--- src/rtl/fprti_div_arbiter.sv ---
// Round-robin arbiter sharing one FP32 divider among NUM_REQ requesters.
// Tracks in-flight requester IDs in issue order and tags each quotient on return.
module fprti_div_arbiter #(
  parameter int unsigned NUM_REQ   = 4,
  parameter int unsigned MAX_OUTST = 4,
  localparam int unsigned ID_W     = (NUM_REQ > 1) ? $clog2(NUM_REQ) : 1
) (
  input  logic                      clk,
  input  logic                      rst,
  input  logic [NUM_REQ-1:0]        req_valid_i,
  output logic [NUM_REQ-1:0]        req_ready_o,
  input  logic [NUM_REQ-1:0][31:0]  req_dividend_i,
  input  logic [NUM_REQ-1:0][31:0]  req_divisor_i,
  output logic                      div_in_valid_o,
  input  logic                      div_in_ready_i,
  output logic [31:0]               div_op_a_o,
  output logic [31:0]               div_op_b_o,
  input  logic                      div_out_valid_i,
  input  logic [31:0]               div_result_i,
  output logic                      rsp_valid_o,
  output logic [ID_W-1:0]           rsp_id_o,
  output logic [31:0]               rsp_data_o,
  output logic                      busy_o,
  output logic                      err_o
);

  localparam int unsigned PtrW = (MAX_OUTST > 1) ? $clog2(MAX_OUTST) : 1;
  localparam int unsigned CntW = $clog2(MAX_OUTST + 1);

  logic [ID_W-1:0] rr_ptr_q;
  logic [ID_W-1:0] id_fifo_q [MAX_OUTST];
  logic [PtrW-1:0] wr_ptr_q, rd_ptr_q;
  logic [CntW-1:0] cnt_q, cnt_d;

  logic [ID_W-1:0] winner;
  logic [ID_W-1:0] cand;
  logic            any_valid;
  logic            can_issue;
  logic            issue;
  logic            pop;

  function automatic logic [PtrW-1:0] ptr_inc(input logic [PtrW-1:0] p);
    return (p == PtrW'(MAX_OUTST - 1)) ? '0 : p + 1'b1;
  endfunction

  // Scan starting at rr_ptr; first valid requester wins.
  always_comb begin
    winner    = '0;
    cand      = '0;
    any_valid = 1'b0;
    for (int unsigned i = 0; i < NUM_REQ; i++) begin
      cand = ID_W'((32'(rr_ptr_q) + i) % NUM_REQ);
      if (!any_valid && req_valid_i[cand]) begin
        any_valid = 1'b1;
        winner    = cand;
      end
    end
  end

  // A full FIFO blocks issue even when a pop happens this cycle (no bypass).
  always_comb begin
    can_issue      = div_in_ready_i & (cnt_q < CntW'(MAX_OUTST));
    issue          = can_issue & any_valid & ~rst;
    div_in_valid_o = issue;
    req_ready_o    = issue ? (NUM_REQ'(1) << winner) : '0;
    div_op_a_o     = any_valid ? req_dividend_i[winner] : '0;
    div_op_b_o     = any_valid ? req_divisor_i[winner]  : '0;
    pop            = div_out_valid_i & (cnt_q != '0);
    cnt_d          = cnt_q + CntW'(issue) - CntW'(pop);
  end

  always_ff @(posedge clk) begin
    if (rst) begin
      rr_ptr_q    <= '0;
      wr_ptr_q    <= '0;
      rd_ptr_q    <= '0;
      cnt_q       <= '0;
      rsp_valid_o <= 1'b0;
      rsp_id_o    <= '0;
      rsp_data_o  <= '0;
      busy_o      <= 1'b0;
      err_o       <= 1'b0;
    end else begin
      if (issue) begin
        id_fifo_q[wr_ptr_q] <= winner;
        wr_ptr_q            <= ptr_inc(wr_ptr_q);
        rr_ptr_q            <= (winner == ID_W'(NUM_REQ - 1)) ? '0 : winner + 1'b1;
      end
      if (pop) begin
        rd_ptr_q    <= ptr_inc(rd_ptr_q);
        rsp_valid_o <= 1'b1;
        rsp_id_o    <= id_fifo_q[rd_ptr_q];
        rsp_data_o  <= div_result_i;
      end else begin
        rsp_valid_o <= 1'b0;
      end
      // A result with nothing in flight has no owner; flag it and drop it.
      if (div_out_valid_i && cnt_q == '0) begin
        err_o <= 1'b1;
      end
      cnt_q  <= cnt_d;
      busy_o <= (cnt_d != '0);
    end
  end

endmodule

--- config.mk ---
export PLATFORM = sky130hd
export DESIGN_NAME = fprti_div_arbiter
export DESIGN_NICKNAME = d
export VERILOG_FILES = /design/src/rtl/fprti_div_arbiter.sv
export SDC_FILE = /design/constraint.sdc
export NUM_CORES = 1
export LEC_CHECK = 0
export BUFFER_PORTS_ARGS = -buffer_cell sky130_fd_sc_hd__buf_2
export CORE_AREA = 2 2 157 159
export DETAILED_ROUTE_END_ITERATION = 12
export DIE_AREA = 0 0 159 161
export SETUP_SLACK_MARGIN = 0.02
export SLEW_MARGIN = 5
export SYNTH_ARGS = -nofsm -noshare
export SYNTH_HDL_FRONTEND = slang
export SYNTH_SLANG_ARGS = --single-unit
--- constraint.sdc ---
create_clock -name clk -period 3.4 [get_ports clk]
set_clock_uncertainty 0.1 [all_clocks]
set_input_delay 0.34 -clock clk [delete_from_list [all_inputs] [get_ports clk]]
set_output_delay 0.34 -clock clk [all_outputs]
set_load 0.02 [all_outputs]
==> Yosys cells after proc, flatten, opt, wreduce, memory -nomap -nowiden <==
Memory sizes are Yosys's and may differ from the RTL's. A register that Yosys moved wholly into a read port is not among the register bits.
Cells that the tools add are included.
{ "totals": {"ff_bits": 44, "mem_bits_rw": 8, "in_bits": 296, "output_inout_bits": 106, "word_cells": 72, "mem_count": 1} }
{ "classes": {"addsub": 8, "order_cmp": 6, "eq_ne": 3, "n_shift": 1, "mux": 30, "n_bitwise": 5, "n_reduce_logical": 10} }
{ "mem_list": {"columns": ["name", "words", "word_bits", "read_ports", "rd_clocked_by_memory_dff", "write_ports", "line", "rtl"], "rows": [
  ["id_fifo_q", 4, 2, 1, 1, 1, "31", "logic [ID_W-1:0] id_fifo_q [MAX_OUTST];"]
]} }
{ "ops": {"columns": ["op", "count"], "rows": [
  ["32-bit binary-select mux with 2-bit select", 2],
  ["32-bit 2-to-1 mux", 4],
  ["2-bit by 3-bit < comparator with 1-bit output (second input constant)", 5],
  ["2-bit 2-to-1 mux", 7],
  ["1-bit 2-to-1 mux", 12],
  ["2-bit by 1-bit adder with 2-bit output (second input constant)", 4],
  ["1-bit binary-select mux with 2-bit select", 4],
  ["2-bit equality test (second input constant)", 3],
  ["3-bit nonzero test", 2],
  ["2-bit adder (second input constant)", 2],
  ["1-bit bitwise AND", 4],
  ["1-bit logical AND", 4],
  ["4-bit 2-to-1 mux", 1],
  ["1-bit by 2-bit left shift with 4-bit output (first input constant)", 1],
  ["3-bit by 1-bit adder with 3-bit output", 1],
  ["1-bit logical NOT", 3],
  ["3-bit logical NOT", 1],
  ["3-bit < comparator (second input constant)", 1],
  ["3-bit by 1-bit subtractor with 3-bit output", 1],
  ["1-bit NOT", 1]
]} }

==> Depth between registers and ports, before layout <==
{ "logic_depth": {"depth_word": 17, "ltp_mapped": 10, "mapped_depth_nobuf": 9} }

==> Worst setup path before layout <==
No wires, ideal clock.
{ "synth_timing": {"path_type": "input to register", "from": "in req_valid_i[0]", "to": "reg busy_o", "setup_time_ns": 0.132, "t_arrival_ns": 2.164, "required_time_ns": 3.168, "setup_slack_ns": 1.004, "cell_stages": 8, "n_path_buf": 1, "cell_sequence": "or2_1 nor3_1 nor4b_2 clkbuf_1 ha_1 fa_1 nor2_1 a21oi_1"} }
{ "synth_via": {"elab_chain_len": 17, "elab_cells_between_ends": 23, "classes_between": "add/sub (2); mux (12); bitwise (2); reduce/logical (7)"} }
{ "synth_lines": {"columns": ["item", "line", "rtl"], "rows": [
  ["from (decl)", "10", "input logic [NUM_REQ-1:0] req_valid_i,"],
  ["1-bit binary-select mux with 2-bit select", "53", "if (!any_valid && req_valid_i[cand]) begin"],
  ["1-bit 2-to-1 mux (implied by the code)", "53", null],
  ["1-bit 2-to-1 mux", "53", null],
  ["1-bit logical NOT", "53", null],
  ["1-bit logical AND", "53", null],
  ["1-bit 2-to-1 mux", "53", null],
  ["1-bit logical NOT", "53", null],
  ["1-bit logical AND", "53", null],
  ["[... 2 more ...]", null, null],
  ["1-bit logical AND", "53", null],
  ["1-bit 2-to-1 mux *", "53", null],
  ["1-bit bitwise AND * (2 in a row)", "63", "issue = can_issue & any_valid & ~rst;"],
  ["net div_in_valid_o", "14", "output logic div_in_valid_o,"],
  ["3-bit by 1-bit adder with 3-bit output *", "69", "cnt_d = cnt_q + CntW'(issue) - CntW'(pop);"],
  ["3-bit by 1-bit subtractor with 3-bit output *", "69", null],
  ["net cnt_d[1]", "33", "logic [CntW-1:0] cnt_q, cnt_d;"],
  ["3-bit nonzero test *", "102", "busy_o <= (cnt_d != '0);"],
  ["to (signal assigned)", "102", null],
  ["to (decl)", "23", "output logic busy_o,"]
]} }
The timed path passes the listed nets; every way through them passes the cells marked *. The select of a mux whose other input is x is not followed.
A chain may end at the register's enable or synchronous reset.

==> Worst setup path after layout <==
{ "layout_timing": {"from": "reg rr_ptr_q[0]", "to": "out div_op_b_o[30]"} }
{ "layout_via": {"elab_chain_len": 15, "elab_cells_between_ends": 28, "classes_between": "add/sub (3); mux (19); reduce/logical (6)"} }
{ "layout_lines": {"columns": ["item", "line", "rtl"], "rows": [
  ["from (decl)", "30", "logic [ID_W-1:0] rr_ptr_q;"],
  ["from (signal assigned)", "87", "rr_ptr_q <= (winner == ID_W'(NUM_REQ - 1)) ? '0 : winner + 1'b1;"],
  ["branches (longest 11 deep; another with 2-bit by 1-bit adder with 2-bit output)", null, null],
  ["2-bit 2-to-1 mux *", "53", null],
  ["net winner[0]", "35", "logic [ID_W-1:0] winner;"],
  ["32-bit binary-select mux with 2-bit select *", "67", "div_op_b_o = any_valid ? req_divisor_i[winner] : '0;"],
  ["32-bit 2-to-1 mux (implied by the code) *", "67", null],
  ["32-bit 2-to-1 mux *", "67", null],
  ["to (decl)", "17", "output logic [31:0] div_op_b_o,"]
]} }
Mark *: on every way through the listed nets, which the timed path passes. The select of a mux whose other input is x is not followed.

==> run metrics <==
area of combinational cells with multiple inputs=2620 µm²; antenna violations before repair=3; GRT Resource Usage Total=0.149; post-route standard cell area excluding fillers=6580 µm²; layout overhead on the synthesized area=58.6%; Unique masters post-synth=29; static power due to leakage=3.22 nW; cell with the most instances after synthesis=mux2i_1; share of synthesized area occupied by flip-flops and latches=0.280; clock latency on the worst-skew pair=0.29 ns; number of warnings reported in the yosys synthesis log=0; detailed-placement wirelength estimate=17400 µm; dominant register cell in the synthesized netlist=dfxtp_1; Placement Cell Area=6410 µm²; Worst Max-Slew Pin Slew=0.640 ns; Post-Synthesis Cells=463; unrepaired setup endpoints after global routing=false; CTS H-tree lvls=2; I/O pin count=402; endpoint required time on the critical path=2.96 ns; standard-cell rows=57; critical-path maximum fanout=36; category of the critical setup timing path=reg2out; count of maximum capacitance violations=0; Final Critical Period=2.84 ns; Peak Freq=0.353 GHz; core region area=24000 µm²; Hold-fix buffers, CTS=0; die boundary height=161 µm; area share of the largest cell type after synthesis=0.316; drt initial violations=281; register bit total from synthesis=54; fraction of layout cells with a size suffix above 1=0.511; area leader, netlist=mux2i_1; vias in the first global route=4833; element type at the critical path start=flip-flop; global placement routability congestion=0.853; Post-Syn Area per Cell=8.96 µm²; width of the chip=159 µm; number of clock buffers inserted by TritonCTS=5; GRT Residual Overflow=0; Via-to-Cell Ratio=4.26; post-route non-filler standard cell count=1174; number of nets with antenna violations after detailed routing=0; Die ar.=25600 µm²; Resized cells post-CTS=0; routed via count=4999; register area=1160 µm²; Max VDD drop=273 µV; largest cells by area after synthesis=mux2i_1 32%, dfxtp_1 22%, o22ai_1 9.7%, nand2_1 6.3%, edfxtp_1 5.8%; clock tree from TritonCTS=built; fill cell instance count of the final layout=2677; Clock Pin Slew Worst Setup and Hold Paths=0.07 ns; fin nets=1155; cell count after placement=1164; count of endpoints failing setup in the final report=0; global-route wire length before repair=29200 µm; post-detailed-route wirelength per cell=17.5 µm; final routed DRC violation total=0; final total power=3.19 mW; effective utilization at floorplan=0.173; count of flip-flops with a built-in enable after synthesis=8; CTS sink cnt=54; largest net degree at the start of global routing=60; buffers inserted during post-CTS setup optimization=0; Final Max Slew Viols=0; Port Buf Inserts=401; worst hold path class=in2reg; Power per Cell Area=484 nW/µm²; crit share post-route=0.834; status=complete, no violations; Final Hold Viols=0; syn_nets=771; Async SR Flop Fraction=0; final-layout setup total negative slack=0 ns; Worst Path Arrival=2.40 ns; Relative slew margins=0.574; type of destination of the critical path=output port; DRT Wirelength=20500 µm; CTS Buffer Depth=2; top cells by instance count after synthesis=131 x mux2i_1, 70 x nand2_1, 64 x o22ai_1; number of iterations in the first detailed-routing pass=4; cell at the root of the clock tree=clkbuf_16; netlist area before placement=4150 µm²
-- cell families (layout without fill, tap and decap cells) --
group / Yosys count / after routing / share of synthesized area
AO/OA/AOI/OAI: 108 / 108 / 0.152
XOR/XNOR: 2 / 2 / 0.00422
adder cells (fa/ha/maj): 12 / 12 / 0.0380
buffers and inverters: 51 / 436 / 0.0923
flip-flops: 54 / 54 / 0.280
multiplexers: 133 / 133 / 0.327
other: 0 / 2 / 0
AND/OR/NAND/NOR: 103 / 103 / 0.107
-- path summary, 6_finish.rpt --
| path | start | to | slack (ns) | cells after the start |
|---|---|---|---|---|
| setup / recovery | rr_ptr_q[0] | div_op_b_o[30] | 0.56 | 8 |
| hold / removal | div_result_i[0] | rsp_data_o[0] | 0.18 | 3 |
| setup reg to reg | cnt_q[2] | busy_o | 1.18 | 9 |
| hold reg to reg | rsp_data_o[20] | rsp_data_o[20] | 0.35 | 2 |
-- layout make-up --
class	count	area share
clock buffers	5	0.0190
flip-flops and latches	54	0.176
inverters	10	0.00571
multi-input cells	358	0.398
clock inverters	3	0.00647
diodes	2	0.000761
repair buffers	418	0.332
well taps	324	0.0616
-- cell usage in the layout (no fill, tap or decap), types with 2 or more instances in the layout --
master and n:
inv_2 2, ha_1 11, diode_2 2, mux4_2 2, nor3_1 4, nor2_1 12, nor2b_1 5, buf_4 13
mux2i_1 131, dfxtp_1 46, buf_2 401, clkbuf_16 5, o22ai_1 64, buf_12 4, nand2_1 70, a21oi_1 40
edfxtp_1 8, xnor2_1 2, and2_1 8, inv_1 8
-- sequential cells by signal, summed over array words and instances (netlist names), 2 cells and up --
signal      count
rd_ptr_q        2
id_fifo_q       8
rsp_id_o        2
wr_ptr_q        2
rr_ptr_q        2
rsp_data_o     32
cnt_q           3
-- power by group --
part / leakage, nW / switching [mW] / total (mW) / internal, mW
combinational: 2.69 / 1.08 / 1.78 / 0.699
sequential: 0.450 / 0.0667 / 0.836 / 0.770
clock: 0.0819 / 0.227 / 0.575 / 0.348
-- through the flow --
step / hold slack [ns] / setup slack (ns) / util
global placement: 0.338 / 0.666 / 0.267
finish: 0.181 / 0.563 / 0.275
global route: 0.177 / 0.430 / 0.275
CTS: 0.173 / 0.572 / 0.274
detailed placement: 0.344 / 0.683 / 0.267
floorplan: 0.375 / 1.00 / -
-- critical path, cell delays in order (launching register included) --
cell and delay (ns):
dfxtp_1 0.34, nor2b_1 0.17, nor3_1 0.06, a21oi_1 0.30, nor2_2 0.08, inv_2 0.47, buf_12 0.28, o22ai_1 0.18
buf_2 0.20
-- layer usage --
layer  vias up  part of all wire  track usage
met1      2277              0.40        0.182
met3        20             0.084       0.0383
met2       247              0.50        0.263
li1       2453                 -            -
met5         -           0.00049            0
met4         2             0.019       0.0384
(Power assumes the default switching activity.)
